File: src/rtl/sys_defs_pkg.sv
// ---------------------------------------------------------------------------
// sys_defs
// Shared bus definitions for the processor-memory interface.
//   BUS_COMMAND    : command issued on a memory port
//   MEM_ARB_SRC    : which requester owns a memory transaction
//   MEM_TAG_OWNER  : one owner-table entry {valid, owner}
//   `MEM_TAG_BITS  : width of a memory tag (tag 0 means "no tag / rejected")
// ---------------------------------------------------------------------------
`ifndef MEM_TAG_BITS
`define MEM_TAG_BITS 4
`endif

package sys_defs;

  typedef enum logic [1:0] {
    BUS_NONE  = 2'h0,
    BUS_LOAD  = 2'h1,
    BUS_STORE = 2'h2
  } BUS_COMMAND;

  typedef enum logic {
    SRC_ICACHE = 1'b0,
    SRC_DCACHE = 1'b1
  } MEM_ARB_SRC;

  typedef struct packed {
    logic       valid;
    MEM_ARB_SRC owner;
  } MEM_TAG_OWNER;

  localparam int MEM_TAG_W = `MEM_TAG_BITS;

endpackage

File: src/rtl/mem_bus_arbiter_owner_table.sv
// ---------------------------------------------------------------------------
// mem_tag_owner_table
// Remembers which requester owns each outstanding load tag, looks up the
// owner of a returning tag, frees the entry on return, and flags returns
// that arrive on a tag nobody owns.
// Ports:
//   clock, reset   : rising-edge clock, asynchronous active-high reset
//   i_allocEn      : record a new accepted load this cycle
//   i_allocTag     : tag handed out by memory for that load
//   i_allocOwner   : requester that was granted the load
//   i_retTag       : tag currently returning from memory (0 = none)
//   o_retHit       : the returning tag has a valid owner
//   o_retOwner     : owner of the returning tag (meaningful with o_retHit)
//   o_strayErr     : sticky, a return arrived on an unowned tag
// ---------------------------------------------------------------------------
module mem_tag_owner_table
  import sys_defs::*;
#(
  parameter int NUM_TAGS = 16
) (
  input  logic                     clock,
  input  logic                     reset,
  input  logic                     i_allocEn,
  input  logic [`MEM_TAG_BITS-1:0] i_allocTag,
  input  MEM_ARB_SRC               i_allocOwner,
  input  logic [`MEM_TAG_BITS-1:0] i_retTag,
  output logic                     o_retHit,
  output MEM_ARB_SRC               o_retOwner,
  output logic                     o_strayErr
);

  MEM_TAG_OWNER r_table [NUM_TAGS];
  logic         r_strayErr;
  logic         w_retPresent;
  MEM_TAG_OWNER w_retEntry;

  // Lookup of the returning tag against the current (pre-edge) table so a
  // tag that is returned and re-allocated in the same cycle is still routed
  // to its old owner.
  always_comb begin
    w_retPresent = (i_retTag != '0);
    w_retEntry   = r_table[i_retTag];
    o_retHit     = w_retPresent && w_retEntry.valid;
    o_retOwner   = w_retEntry.owner;
  end

  // Free on return, then allocate; the allocation is written last so it
  // wins when both target the same entry.
  always_ff @(posedge clock or posedge reset) begin
    if (reset) begin
      for (int i = 0; i < NUM_TAGS; i++) begin
        r_table[i] <= '{valid: 1'b0, owner: SRC_ICACHE};
      end
      r_strayErr <= 1'b0;
    end else begin
      if (w_retPresent && w_retEntry.valid) begin
        r_table[i_retTag].valid <= 1'b0;
      end
      if (w_retPresent && !w_retEntry.valid) begin
        r_strayErr <= 1'b1;
      end
      if (i_allocEn) begin
        r_table[i_allocTag] <= '{valid: 1'b1, owner: i_allocOwner};
      end
    end
  end

  assign o_strayErr = r_strayErr;

endmodule

File: src/rtl/mem_bus_arbiter.sv
// ---------------------------------------------------------------------------
// mem_bus_arbiter
// Shares the single processor-memory port between the I-cache fetch path and
// the D-cache controller. One request is granted per cycle, combinationally.
// The D-cache has priority, but after STARVE_LIMIT consecutive denied I-cache
// cycles the I-cache is forced to win one cycle. Load tags are remembered so
// returning data is routed only to the requester that issued the load.
// Ports:
//   clock, reset           : rising-edge clock, asynchronous active-high reset
//   proc2Imem_* / Imem2proc_* : I-cache request and response/return
//   proc2Dmem_* / Dmem2proc_* : D-cache request and response/return
//   proc2mem_*             : command/address/data to memory
//   mem2proc_*             : memory accept tag, return data and return tag
//   stray_tag_err          : sticky, a return arrived on an unowned tag
// Optional feature macro MEM_ARB_STATS_EN adds i_grant_cnt, d_grant_cnt and
// i_starve_cnt statistics outputs (width STAT_W, wrapping).
// ---------------------------------------------------------------------------
module mem_bus_arbiter
  import sys_defs::*;
#(
  parameter int STARVE_LIMIT = 4,
  parameter int NUM_TAGS     = 16
`ifdef MEM_ARB_STATS_EN
  ,
  parameter int STAT_W       = 32
`endif
) (
  input  logic                     clock,
  input  logic                     reset,
  input  BUS_COMMAND               proc2Imem_command,
  input  logic [63:0]              proc2Imem_addr,
  output logic [`MEM_TAG_BITS-1:0] Imem2proc_response,
  output logic [63:0]              Imem2proc_data,
  output logic [`MEM_TAG_BITS-1:0] Imem2proc_tag,
  input  BUS_COMMAND               proc2Dmem_command,
  input  logic [63:0]              proc2Dmem_addr,
  input  logic [63:0]              proc2Dmem_data,
  output logic [`MEM_TAG_BITS-1:0] Dmem2proc_response,
  output logic [63:0]              Dmem2proc_data,
  output logic [`MEM_TAG_BITS-1:0] Dmem2proc_tag,
  output BUS_COMMAND               proc2mem_command,
  output logic [63:0]              proc2mem_addr,
  output logic [63:0]              proc2mem_data,
  input  logic [`MEM_TAG_BITS-1:0] mem2proc_response,
  input  logic [63:0]              mem2proc_data,
  input  logic [`MEM_TAG_BITS-1:0] mem2proc_tag,
  output logic                     stray_tag_err
`ifdef MEM_ARB_STATS_EN
  ,
  output logic [STAT_W-1:0]        i_grant_cnt,
  output logic [STAT_W-1:0]        d_grant_cnt,
  output logic [STAT_W-1:0]        i_starve_cnt
`endif
);

  localparam int               CNT_W      = $clog2(STARVE_LIMIT + 1);
  localparam logic [CNT_W-1:0] STARVE_MAX = CNT_W'(STARVE_LIMIT);

  logic [CNT_W-1:0] r_starveCnt;
  logic             w_iReq;
  logic             w_dReq;
  logic             w_forceI;
  logic             w_grantI;
  logic             w_grantD;
  logic             w_accepted;
  logic             w_allocEn;
  MEM_ARB_SRC       w_allocOwner;
  logic             w_retHit;
  MEM_ARB_SRC       w_retOwner;
  logic             w_strayErr;

  // Grant decision. Nothing is granted while reset is held so every output
  // reads idle during reset.
  always_comb begin
    w_iReq     = (proc2Imem_command != BUS_NONE);
    w_dReq     = (proc2Dmem_command != BUS_NONE);
    w_forceI   = w_iReq && (r_starveCnt == STARVE_MAX);
    w_grantI   = !reset && w_iReq && (w_forceI || !w_dReq);
    w_grantD   = !reset && w_dReq && !w_grantI;
    w_accepted = (mem2proc_response != '0);
  end

  // Memory-side mux and per-requester accept responses; also decides
  // whether this cycle's transaction needs an owner-table entry.
  always_comb begin
    proc2mem_command   = BUS_NONE;
    proc2mem_addr      = '0;
    proc2mem_data      = '0;
    Imem2proc_response = '0;
    Dmem2proc_response = '0;
    w_allocOwner       = SRC_ICACHE;
    if (w_grantI) begin
      proc2mem_command   = proc2Imem_command;
      proc2mem_addr      = proc2Imem_addr;
      Imem2proc_response = mem2proc_response;
      w_allocOwner       = SRC_ICACHE;
    end else if (w_grantD) begin
      proc2mem_command   = proc2Dmem_command;
      proc2mem_addr      = proc2Dmem_addr;
      proc2mem_data      = proc2Dmem_data;
      Dmem2proc_response = mem2proc_response;
      w_allocOwner       = SRC_DCACHE;
    end
    w_allocEn = (w_grantI || w_grantD) && w_accepted && (proc2mem_command == BUS_LOAD);
  end

  // Return path: data is broadcast, the tag is shown only to the owner.
  always_comb begin
    Imem2proc_tag  = '0;
    Dmem2proc_tag  = '0;
    Imem2proc_data = reset ? '0 : mem2proc_data;
    Dmem2proc_data = reset ? '0 : mem2proc_data;
    if (!reset && w_retHit) begin
      if (w_retOwner == SRC_ICACHE) begin
        Imem2proc_tag = mem2proc_tag;
      end else begin
        Dmem2proc_tag = mem2proc_tag;
      end
    end
  end

  // Starvation counter: counts denied I-cache cycles up to the limit, clears
  // on an accepted I-cache grant or an idle I-cache, and holds when an
  // I-cache grant is rejected by memory so a forced grant is retried.
  always_ff @(posedge clock or posedge reset) begin
    if (reset) begin
      r_starveCnt <= '0;
    end else if (w_iReq && !w_grantI) begin
      if (r_starveCnt != STARVE_MAX) begin
        r_starveCnt <= r_starveCnt + CNT_W'(1);
      end
    end else if (!w_iReq || w_accepted) begin
      r_starveCnt <= '0;
    end
  end

  mem_tag_owner_table #(
    .NUM_TAGS (NUM_TAGS)
  ) u_ownerTable (
    .clock        (clock),
    .reset        (reset),
    .i_allocEn    (w_allocEn),
    .i_allocTag   (mem2proc_response),
    .i_allocOwner (w_allocOwner),
    .i_retTag     (mem2proc_tag),
    .o_retHit     (w_retHit),
    .o_retOwner   (w_retOwner),
    .o_strayErr   (w_strayErr)
  );

  assign stray_tag_err = w_strayErr;

`ifdef MEM_ARB_STATS_EN
  logic [STAT_W-1:0] r_iGrantCnt;
  logic [STAT_W-1:0] r_dGrantCnt;
  logic [STAT_W-1:0] r_iStarveCnt;

  // Statistics: accepted grants per requester, and grants where the
  // I-cache overrode a pending D-cache request.
  always_ff @(posedge clock or posedge reset) begin
    if (reset) begin
      r_iGrantCnt  <= '0;
      r_dGrantCnt  <= '0;
      r_iStarveCnt <= '0;
    end else begin
      if (w_grantI && w_accepted) begin
        r_iGrantCnt <= r_iGrantCnt + STAT_W'(1);
      end
      if (w_grantD && w_accepted) begin
        r_dGrantCnt <= r_dGrantCnt + STAT_W'(1);
      end
      if (w_grantI && w_forceI && w_dReq) begin
        r_iStarveCnt <= r_iStarveCnt + STAT_W'(1);
      end
    end
  end

  assign i_grant_cnt  = r_iGrantCnt;
  assign d_grant_cnt  = r_dGrantCnt;
  assign i_starve_cnt = r_iStarveCnt;
`endif

endmodule

File: config.mk
export PLATFORM = sky130hd
export DESIGN_NAME = mem_bus_arbiter
export DESIGN_NICKNAME = d
export VERILOG_FILES = /design/src/rtl/sys_defs_pkg.sv /design/src/rtl/mem_bus_arbiter_owner_table.sv /design/src/rtl/mem_bus_arbiter.sv
export SDC_FILE = /design/constraint.sdc
export NUM_CORES = 1
export LEC_CHECK = 0
export ABC_AREA = 1
export ABC_CLOCK_PERIOD_IN_PS = 2100
export BUFFER_PORTS_ARGS = -buffer_cell sky130_fd_sc_hd__clkbuf_2
export CELL_PAD_IN_SITES_DETAIL_PLACEMENT = 0
export CELL_PAD_IN_SITES_GLOBAL_PLACEMENT = 2
export CORE_ASPECT_RATIO = 0.75
export CORE_MARGIN = 8
export CORE_UTILIZATION = 13
export DETAILED_ROUTE_END_ITERATION = 8
export PLACE_DENSITY_LB_ADDON = 0.1
export REMOVE_ABC_BUFFERS = 1
export SLEW_MARGIN = 20
export SYNTH_ARGS = -nofsm -noshare
export SYNTH_HDL_FRONTEND = slang
export SYNTH_HIERARCHICAL = 1
export SYNTH_SLANG_ARGS = --single-unit
export TNS_END_PERCENT = 30
File: constraint.sdc
create_clock -name clock -period 2.1 [get_ports clock]
set_input_delay 0.105 -clock clock [delete_from_list [all_inputs] [get_ports clock]]
set_output_delay 0.105 -clock clock [all_outputs]
set_load 0.005 [all_outputs]
; ---- Word-level counts from Yosys, hierarchy flattened
; Index checks and enable logic that the tools add are counted.
[classes]
add_sub_neg = 1
multipliers = 0
div = 0
magnitude_cmp = 4
eq_ne = 4
shifts = 0
mux = 30
bitwise = 2
n_reduce_logical = 27
[op_table]
columns = cell, n
row1 = $mux W64, 5
row2 = $bwmux W32, 2
row3 = $mux W32, 2
row4 = $mux W4, 7
row5 = $demux W2 S4, 2
row6 = $logic_and A1 B1 Y1, 13
row7 = $mux W2, 6
row8 = $ge A5 B5 Y1 const B, 2
row9 = $lt A5 B1 Y1 const B, 2
row10 = $not A4 Y5, 2
row11 = $mux W3, 3
row12 = $bmux W2 S4, 1
row13 = $reduce_bool A4 Y1, 2
row14 = $reduce_bool A2 Y1, 3
row15 = $logic_not A1 Y1, 5
row16 = $add A3 B1 Y3 const B, 1
row17 = $eq A3 B3 Y1 const B, 1
row18 = $logic_or A1 B1 Y1, 3
row19 = $ne A3 B3 Y1 const B, 1
row20 = $eq A2 B1 Y1 const B, 1
row21 = $mux W1, 2
row22 = $ne A2 B1 Y1 const B, 1
row23 = $reduce_and A2 Y1, 1
[totals]
ff_bits = 36
latch_bits = 0
mem_bits_rw = 0
mem_bits_ro = 0
inputBits = 270
out_inout_bits = 275
memories = 0

; ---- Logic depth before layout (Yosys ltp)
; Gate-level depths: netlist (run 1).
[logic_depth]
depth_word = 11
mapped_depth = 16
mapped_depth_nobuf = 15

; ---- Modules after synthesis
; The synthesis (run 1) kept the hierarchy.
[by_module_without_submodules]
columns = module, n_inst, cells_per_inst, area_each_um2, seq_area_each_um2
row1 = mem_bus_arbiter, 1, 617, 2881.5, 75.1
row2 = mem_tag_owner_table, 1, 235, 1660.3, 825.8

; ---- Least setup slack after synthesis (run 1)
; No wires, ideal clock.
[synth_timing]
path_kind = flip-flop to flip-flop
start = reg r_starveCnt[0]
end = reg u_ownerTable/r_table[14] (netlist bit)
setup_time_ps = 134
arrival_ps = 1789
t_required_ps = 1966
setup_slack_ps = 177
stages_incl_launch_ff = 15
path_cell_list = dfrtp_1 inv_1 ha_1 nand2_2 o21ai_2 nand2_2 buf_6 nand3_1 nand3_1 nor2_1 inv_1 nor3_1 nand2_1 nand2_1 o21ai_0
[synth_between]
elab_chain_len = 11
word_cells_on_any_way = 16
cone_classes = eq/ne (2) / mux (6) / reduce/logical (8)
[synth_rtl]
columns = element, line
row1 = from (decl), mem_bus_arbiter.sv:59  ; logic [CNT_W-1:0] r_starveCnt;
row2 = from (signal assigned), mem_bus_arbiter.sv:130  ; r_starveCnt <= r_starveCnt + CNT_W'(1);
row3 = $eq A3 B3 Y1 (*), mem_bus_arbiter.sv:77  ; w_forceI = w_iReq && (r_starveCnt == STARVE_MAX);
row4 = $logic_and A1 B1 Y1 (*), mem_bus_arbiter.sv:77
row5 = $logic_or A1 B1 Y1 (*), mem_bus_arbiter.sv:78  ; w_grantI = !reset && w_iReq && (w_forceI || !w_dReq);
row6 = $logic_and A1 B1 Y1 (*), mem_bus_arbiter.sv:78
row7 = $logic_not A1 Y1, mem_bus_arbiter.sv:79  ; w_grantD = !reset && w_dReq && !w_grantI;
row8 = $logic_and A1 B1 Y1, mem_bus_arbiter.sv:79
row9 = $mux W2, mem_bus_arbiter.sv:97  ; end else if (w_grantD) begin
row10 = $mux W2, mem_bus_arbiter.sv:92  ; if (w_grantI) begin
row11 = $eq A2 B1 Y1, mem_bus_arbiter.sv:104  ; w_allocEn = (w_grantI || w_grantD) && w_accepted && (proc2mem_command == BUS_LOAD);
row12 = $logic_and A1 B1 Y1 (*), mem_bus_arbiter.sv:104
row13 = net w_allocEn, mem_bus_arbiter.sv:66  ; logic w_allocEn;
row14 = $mux W32 (*), mem_bus_arbiter_owner_table.sv:62  ; if (i_allocEn) begin
row15 = "to (signal, indexed assignment)", mem_bus_arbiter_owner_table.sv:52  ; r_table[i] <= '{valid: 1'b0, owner: SRC_ICACHE};
row16 = "to (signal, indexed assignment)", mem_bus_arbiter_owner_table.sv:63  ; r_table[i_allocTag] <= '{valid: 1'b1, owner: i_allocOwner};
row17 = to (decl), mem_bus_arbiter_owner_table.sv:32  ; MEM_TAG_OWNER r_table [NUM_TAGS];
; The timed path passes the listed nets; every way through them passes the cells marked *.
; A chain may end at the register's enable or synchronous reset.

; ---- Worst setup path after layout (run 1)
[layout_timing]
start = reg r_starveCnt[0]
end = out proc2mem_addr[41]
[layout_between]
elab_chain_len = 8
[layout_rtl]
columns = element, line
row1 = $eq A3 B3 Y1 (*), mem_bus_arbiter.sv:77
row2 = $logic_and A1 B1 Y1 (*), mem_bus_arbiter.sv:77
row3 = $logic_or A1 B1 Y1 (*), mem_bus_arbiter.sv:78
row4 = $logic_and A1 B1 Y1 (*), mem_bus_arbiter.sv:78
row5 = $logic_not A1 Y1, mem_bus_arbiter.sv:79
row6 = $logic_and A1 B1 Y1, mem_bus_arbiter.sv:79
row7 = $mux W64, mem_bus_arbiter.sv:97
row8 = $mux W64 (*), mem_bus_arbiter.sv:92
row9 = to (decl), mem_bus_arbiter.sv:42  ; output logic [63:0] proc2mem_addr,
; Mark *: on every way between the ends. The rest lies on a longest branch, timed or not.

==> impl_metrics.env, run 1 <==
export IMPL_status="completed"
export IMPL_clk_latency_ns=0.29
export IMPL_synth_cells=852
export IMPL_rsz0062_at_grt="true"
export IMPL_wl_per_cell_um=21.98
export IMPL_synthAdderAreaFrac_pct=0.5510
export IMPL_yosysTopAreaCell="nand2_1"
export IMPL_worstHoldPathType="in -> reg"
export IMPL_synthMuxAreaShare_pct=0
export IMPL_yosysSeqAreaShare_pct=19.83
export IMPL_p_int_mw=2.182
export IMPL_grt_usage_pct=18.15
export IMPL_synth_top_family_by_area="simple AND/OR/NAND/NOR gates"
export IMPL_final_cell_area_um2=7760
export IMPL_p_sw_share_pct=40.38
export IMPL_coreArea_um2=34550
export IMPL_total_leakage_power_nw=5.301
export IMPL_die_h_um=177.9
export IMPL_final_common_cell="clkbuf_2"
export IMPL_synthTopCellsByArea="nand2_1 (26%), dfrtp_1 (20%), inv_1 (13%)"
export IMPL_gp_congestion=0.8646
export IMPL_power_density_nw_per_um2=471.6
export IMPL_vias_per_cell=3.681
export IMPL_antenna_found_initial=19
export IMPL_root_buffer="clkbuf_16"
export IMPL_required_ns=2.00
export IMPL_worst_pin_slew_ns=0.6579
export IMPL_grt_pass1_wl_mm=53.07
export IMPL_path_max_fanout=12
export IMPL_cts_tree="yes"
export IMPL_synthXorXnorAreaFrac_pct=0.1928
export IMPL_ys_types=25
export IMPL_h_tree_depth=2
export IMPL_placed_area_um2=7331
export IMPL_r2r_start="r_starveCnt[0]"
export IMPL_synth_compound_area_share_pct=3.168
export IMPL_use_met2_pct=33.87
export IMPL_holdWs_ns=0.2885
export IMPL_gr_max_usage_layer="met2"
export IMPL_worstSetupPathType="reg -> out"
export IMPL_power_frac_comb_pct=51.6
export IMPL_grt_util_met3_pct=6.597
export IMPL_mostFrequentLayoutCells="clkbuf_2 (544), nand2_1 (308), inv_1 (161)"
export IMPL_relSlewSlack_pct=56.14
export IMPL_port_buffers=544
export IMPL_r2r_end="u_ownerTable/r_table[10]"
export IMPL_synthSimpleGateAreaFrac_pct=46.53
export IMPL_dr_total_vias=6630
export IMPL_initial_utilization_pct=13.15
export IMPL_clk_pin_slew_ns=0.07
export IMPL_skew_ns=0.01073
export IMPL_critical_path_endpoint_type="primary output"
export IMPL_finalNetCount=1607
export IMPL_hold_viol=0
export IMPL_cts_sinks=36
export IMPL_grtUsageMet1_pct=18.82
export IMPL_startpoint_type="flop"
export IMPL_post_cts_setup_buffers=0
export IMPL_ant_nets=0
export IMPL_rr_worst_depth=13
export IMPL_drive_above_1_share_pct=47.60
export IMPL_grt_pass1_vias=6921
export IMPL_r2r_slack_ns=0.12
export IMPL_drc=0
export IMPL_syn_cell_area_um2=4542
export IMPL_critPathLaunch="r_starveCnt[0]"
export IMPL_synth_seq_cells=36
export IMPL_fmax_mhz=501.3
export IMPL_cap_violations=0
export IMPL_dp_final_hpwl_mm=35.21
export IMPL_clockPowerShare_pct=23.7
export IMPL_crit_arrival_ns=1.89
export IMPL_area_growth_pct=70.85
export IMPL_dieArea_um2=41240
export IMPL_cts_made_buffers=5
export IMPL_fin_crit_sh_pct=94.99
export IMPL_slew_viol_final=0
export IMPL_grt_overflow_total=0
export IMPL_rows=59
export IMPL_synth_top_cell_area_share_pct=25.54
export IMPL_peakVddDrop_mv=0.2588
export IMPL_ios=545
export IMPL_setup_viol=0
export IMPL_power_frac_seq_pct=24.7
export IMPL_whs_path_depth=4
export IMPL_power_switching_mw=1.477
export IMPL_avgSynthCellArea_um2=5.331
export IMPL_fin_crit_ns=1.995
export IMPL_grt_max_degree=70
export IMPL_chipWidth_um=231.8
export IMPL_cts_buffer_depth=2
export IMPL_whs_endpoint="u_ownerTable/r_table[1]"
export IMPL_drt_iter0_markers=279
export IMPL_drtPass1Iterations=5
export IMPL_ys_warn_count=6
export IMPL_min_from="mem2proc_tag[3]"
export IMPL_drt_total_wl_mm=39.58
area by class of cell:
class,count,area [um^2]
fill,4169,26790
inverter,167,644.4
clock inverter,3,42.54
tap,457,571.8
timing repair buffer,572,3110
sequential,36,900.9
multi-input combinational,553,2345
clock buffer,5,125.1
antenna,8,20.02
worst max-delay path, stage by stage (launching register included):
cell	delay, ns
dfrtp_1	0.38
inv_2	0.05
ha_2	0.17
nand2_2	0.09
o21ai_4	0.08
nand2_4	0.10
buf_6	0.16
clkinv_8	0.12
buf_12	0.17
nand2_1	0.10
nand2_1	0.07
clkbuf_2	0.12
how the worst max path moves through the flow:
stage	to	cells past startpoint
final	proc2mem_addr[41]	11
after global placement	u_ownerTable/r_table[8]	13
after CTS	proc2mem_addr[18]	11
after global routing	u_ownerTable/r_table[10]	13
after detailed placement	u_ownerTable/r_table[8]	13
after floorplan	u_ownerTable/r_table[0]	9
synthesized netlist by cell type (all sizes together):
library cell    n
clkbuf          8
nand4           6
dfrtp          36
xnor2           1
buf            88
a31oi           1
ha              2
nor3           12
a21oi           1
nor2          154
inv           167
nand3           8
nand2         343
o21ai          25
power by group through the flow:
| stage | Sequential, mW | Combinational, mW | Clock (mW) |
|---|---|---|---|
| 3_5_place_dp | 0.913 | 1.80 | 0 |
| 3_3_place_gp | 0.917 | 1.82 | 0 |
| 2_1_floorplan | 0.878 | 0.725 | 0 |
| 4_1_cts | 0.901 | 1.87 | 0.897 |
| 5_1_grt | 0.916 | 2.10 | 0.926 |
| 6_report | 0.903 | 1.89 | 0.869 |
kinds of logic after synthesis:
family | Yosys count
AND/OR/NAND/NOR | 523
buffers and inverters | 263
flip-flops | 36
AO/OA/AOI/OAI | 27
adder cells (fa/ha/maj) | 2
XOR/XNOR | 1
timing repair:
action / in CTS / in global routing
cloned: 3 / 3
hold buffers: 0 / 0
endpoints found under the setup margin: 62 / 158
pin swaps: 0 / 5
endpoints found under the hold margin: 0 / 0
resized for setup: 9 / 17
metrics by stage:
stage,power (mW),instances,utilization (%),TNS [ns],setup slack [ns]
2_1_floorplan,1.603,756,-,-36.73,-0.7082
3_3_place_gp,2.742,1779,21.22,0,0.01110
3_5_place_dp,2.715,1779,21.22,-0.09753,-0.05023
4_1_cts,3.669,1790,22.00,-0.007796,-0.005107
5_1_grt,3.946,1798,22.44,-0.1645,-0.02411
6_report,3.659,1801,22.46,0,0.1052
layer usage:
layer	up-vias	share of wire (%)
li1	3348	-
met1	2991	37
met2	217	53
met3	50	7.5
met4	24	1.9
met5	-	0.38
flip-flops by register name, summed over array words and instances, names as in the netlist:
signal	flops
u_ownerTable/r_table	32
u_ownerTable/o_strayErr	1
r_starveCnt	3
Power figures use the tool's default switching activity.
==> run 2: changes to the inputs <==
--- a/config.mk
+++ b/config.mk
@@ -15,7 +15,6 @@
 export CORE_UTILIZATION = 13
 export DETAILED_ROUTE_END_ITERATION = 8
 export PLACE_DENSITY_LB_ADDON = 0.1
-export REMOVE_ABC_BUFFERS = 1
 export SLEW_MARGIN = 20
 export SYNTH_ARGS = -nofsm -noshare
 export SYNTH_HDL_FRONTEND = slang
==> run 2 against run 1 <==
Worst setup slack lost 0.0079 ns. Flip-flop and latch count is the same. Sequential power shrank 0.6%. Routed wire length shrank 14%. Register-to-register slack gained 0.02 ns. Clock-buffer cell count grew 3. Core utilization grew 0.15 points. Final cell count grew 0.50%. Global-route usage shrank 3.3 points.
==> impl_metrics.env, run 2 (synthesized netlist as in run 1, its figures left out) <==
export IMPL_status="completed"
export IMPL_crit_arrival_ns=1.90
export IMPL_grt_pass1_vias=6595
export IMPL_cts_tree="yes"
export IMPL_rsz0062_at_grt="true"
export IMPL_antenna_found_initial=12
export IMPL_rows=59
export IMPL_gp_congestion=0.8475
export IMPL_grt_pass1_wl_mm=45.17
export IMPL_die_h_um=177.9
export IMPL_dp_final_hpwl_mm=30.00
export IMPL_relSlewSlack_pct=66.67
export IMPL_dr_total_vias=6390
export IMPL_fin_util_pct=22.61
export IMPL_fin_crit_ns=2.003
export IMPL_synth_fp_nets=1124
export IMPL_grt_overflow_total=0
export IMPL_vias_per_cell=3.530
export IMPL_largest_register_ffs=32
export IMPL_root_buffer="clkbuf_16"
export IMPL_final_common_cell="clkbuf_2"
export IMPL_top_register="u_ownerTable/r_table"
export IMPL_clk_pin_slew_ns=0.06
export IMPL_power_density_nw_per_um2=446.7
export IMPL_skew_ns=0.006167
export IMPL_cts_buffer_depth=2
export IMPL_startpoint_type="flop"
export IMPL_mostFrequentLayoutCells="clkbuf_2 (544), nand2_1 (308), inv_1 (162)"
export IMPL_coreArea_um2=34550
export IMPL_critical_path_endpoint_type="primary output"
export IMPL_wl_per_cell_um=18.87
export IMPL_cap_violations=0
export IMPL_fmax_mhz=499.3
export IMPL_worstSetupPathType="reg -> out"
export IMPL_cts_sinks=36
export IMPL_dieArea_um2=41240
export IMPL_worst_pin_slew_ns=0.4981
export IMPL_path_max_fanout=20
export IMPL_grt_usage_pct=14.83
export IMPL_drive_above_1_share_pct=47.43
export IMPL_drt_total_wl_mm=34.16
export IMPL_wl_met3_mm=1.971
export IMPL_clk_latency_ns=0.28
export IMPL_dp_cells=1784
export IMPL_m1WireLength_mm=12.77
export IMPL_final_cell_area_um2=7811
export IMPL_place_ws_ns=0.03794
export IMPL_total_leakage_power_nw=5.336
export IMPL_initial_utilization_pct=13.15
export IMPL_port_buffers=544
export IMPL_fin_crit_sh_pct=95.37
export IMPL_required_ns=2.00
export IMPL_slew_viol_final=0
export IMPL_peakVddDrop_mv=0.3232
export IMPL_hold_viol=0
export IMPL_drtPass1Iterations=4
export IMPL_finalNetCount=1614
export IMPL_placed_area_um2=7406
export IMPL_drt_iter0_markers=248
export IMPL_cts_made_buffers=5
export IMPL_area_growth_pct=71.98
export IMPL_top_layer_used="met5"
export IMPL_grt_max_degree=70
export IMPL_worstHoldPathType="in -> async"
export IMPL_chipWidth_um=231.8
export IMPL_ios=545
export IMPL_wl_met2_mm=18.95
export IMPL_h_tree_depth=2
export IMPL_setup_viol=0
export IMPL_ant_nets=0
export IMPL_fillers=4101
export IMPL_fin_ws_ns=0.09730
export IMPL_drc=0
export IMPL_final_cells=1810
==> run 2: critical path, stage by stage (launching register included) <==
cell and delay, ns:
dfrtp_1 0.37, inv_1 0.08, ha_1 0.16, nand2_2 0.09, o21ai_4 0.10, nand2_4 0.09
buf_6 0.17, inv_16 0.12, clkbuf_16 0.18, nand2_1 0.05, nand2_1 0.05, clkbuf_2 0.13
==> run 2: final timing paths <==
kind                       cells after the start  slack (ns)               startpoint                       end
max                                           11         0.1           r_starveCnt[0]          proc2mem_addr[2]
min                                            3        0.03                    reset            r_starveCnt[1]
max reg2reg                                   14        0.14           r_starveCnt[0]  u_ownerTable/r_table[28]
min reg2reg                                    2        0.47  u_ownerTable/o_strayErr   u_ownerTable/o_strayErr
max in group asynchronous                      4        1.56                    reset   u_ownerTable/o_strayErr
min in group clock                             3        0.22     mem2proc_response[2]  u_ownerTable/r_table[21]
==> run 2: metal layers <==
layer  GRT usage [%]  up-vias
met2           29.56      270
met1           15.96     2734
met4           2.828        2
li1                -     3356
met5               0        -
met3           2.907       28
==> run 2: report_power, final <==
part / switching [mW] / internal, mW
clock: 0.272 / 0.473
combinational: 1.02 / 0.826
sequential: 0.0837 / 0.814
total: 1.38 / 2.11
==> run 2: stage by stage <==
stage | total power [mW] | TNS, ns | hold slack (ns)
6_report | 3.489 | 0 | 0.02888
5_1_grt | 3.789 | -0.1447 | 0.09358
4_1_cts | 3.457 | 0 | 0.07886
3_5_place_dp | 2.682 | 0 | 0.3778
3_3_place_gp | 2.732 | 0 | 0.3952
2_1_floorplan | 1.789 | 0 | -0.1332
==> run 2: area by class of cell <==
type | count | area, um^2 | share of cell area [%]
repair buffers | 579 | 3176 | 40.65
multi-input cells | 553 | 2336 | 29.91
flip-flops and latches | 36 | 900.9 | 11.53
inverters | 167 | 655.6 | 8.393
well taps | 457 | 571.8 | 7.320
clock buffers | 8 | 146.4 | 1.874
diodes | 10 | 25.02 | 0.3204
==> run 2: what timing repair did <==
| action | in CTS | in global routing |
|---|---|---|
| pin swaps | 0 | 4 |
| hold buffers | 0 | 0 |
| cloned | 0 | 5 |
| gates resized for setup | 4 | 19 |
| setup endpoints to repair | 58 | 89 |
| setup buffers | 0 | 3 |
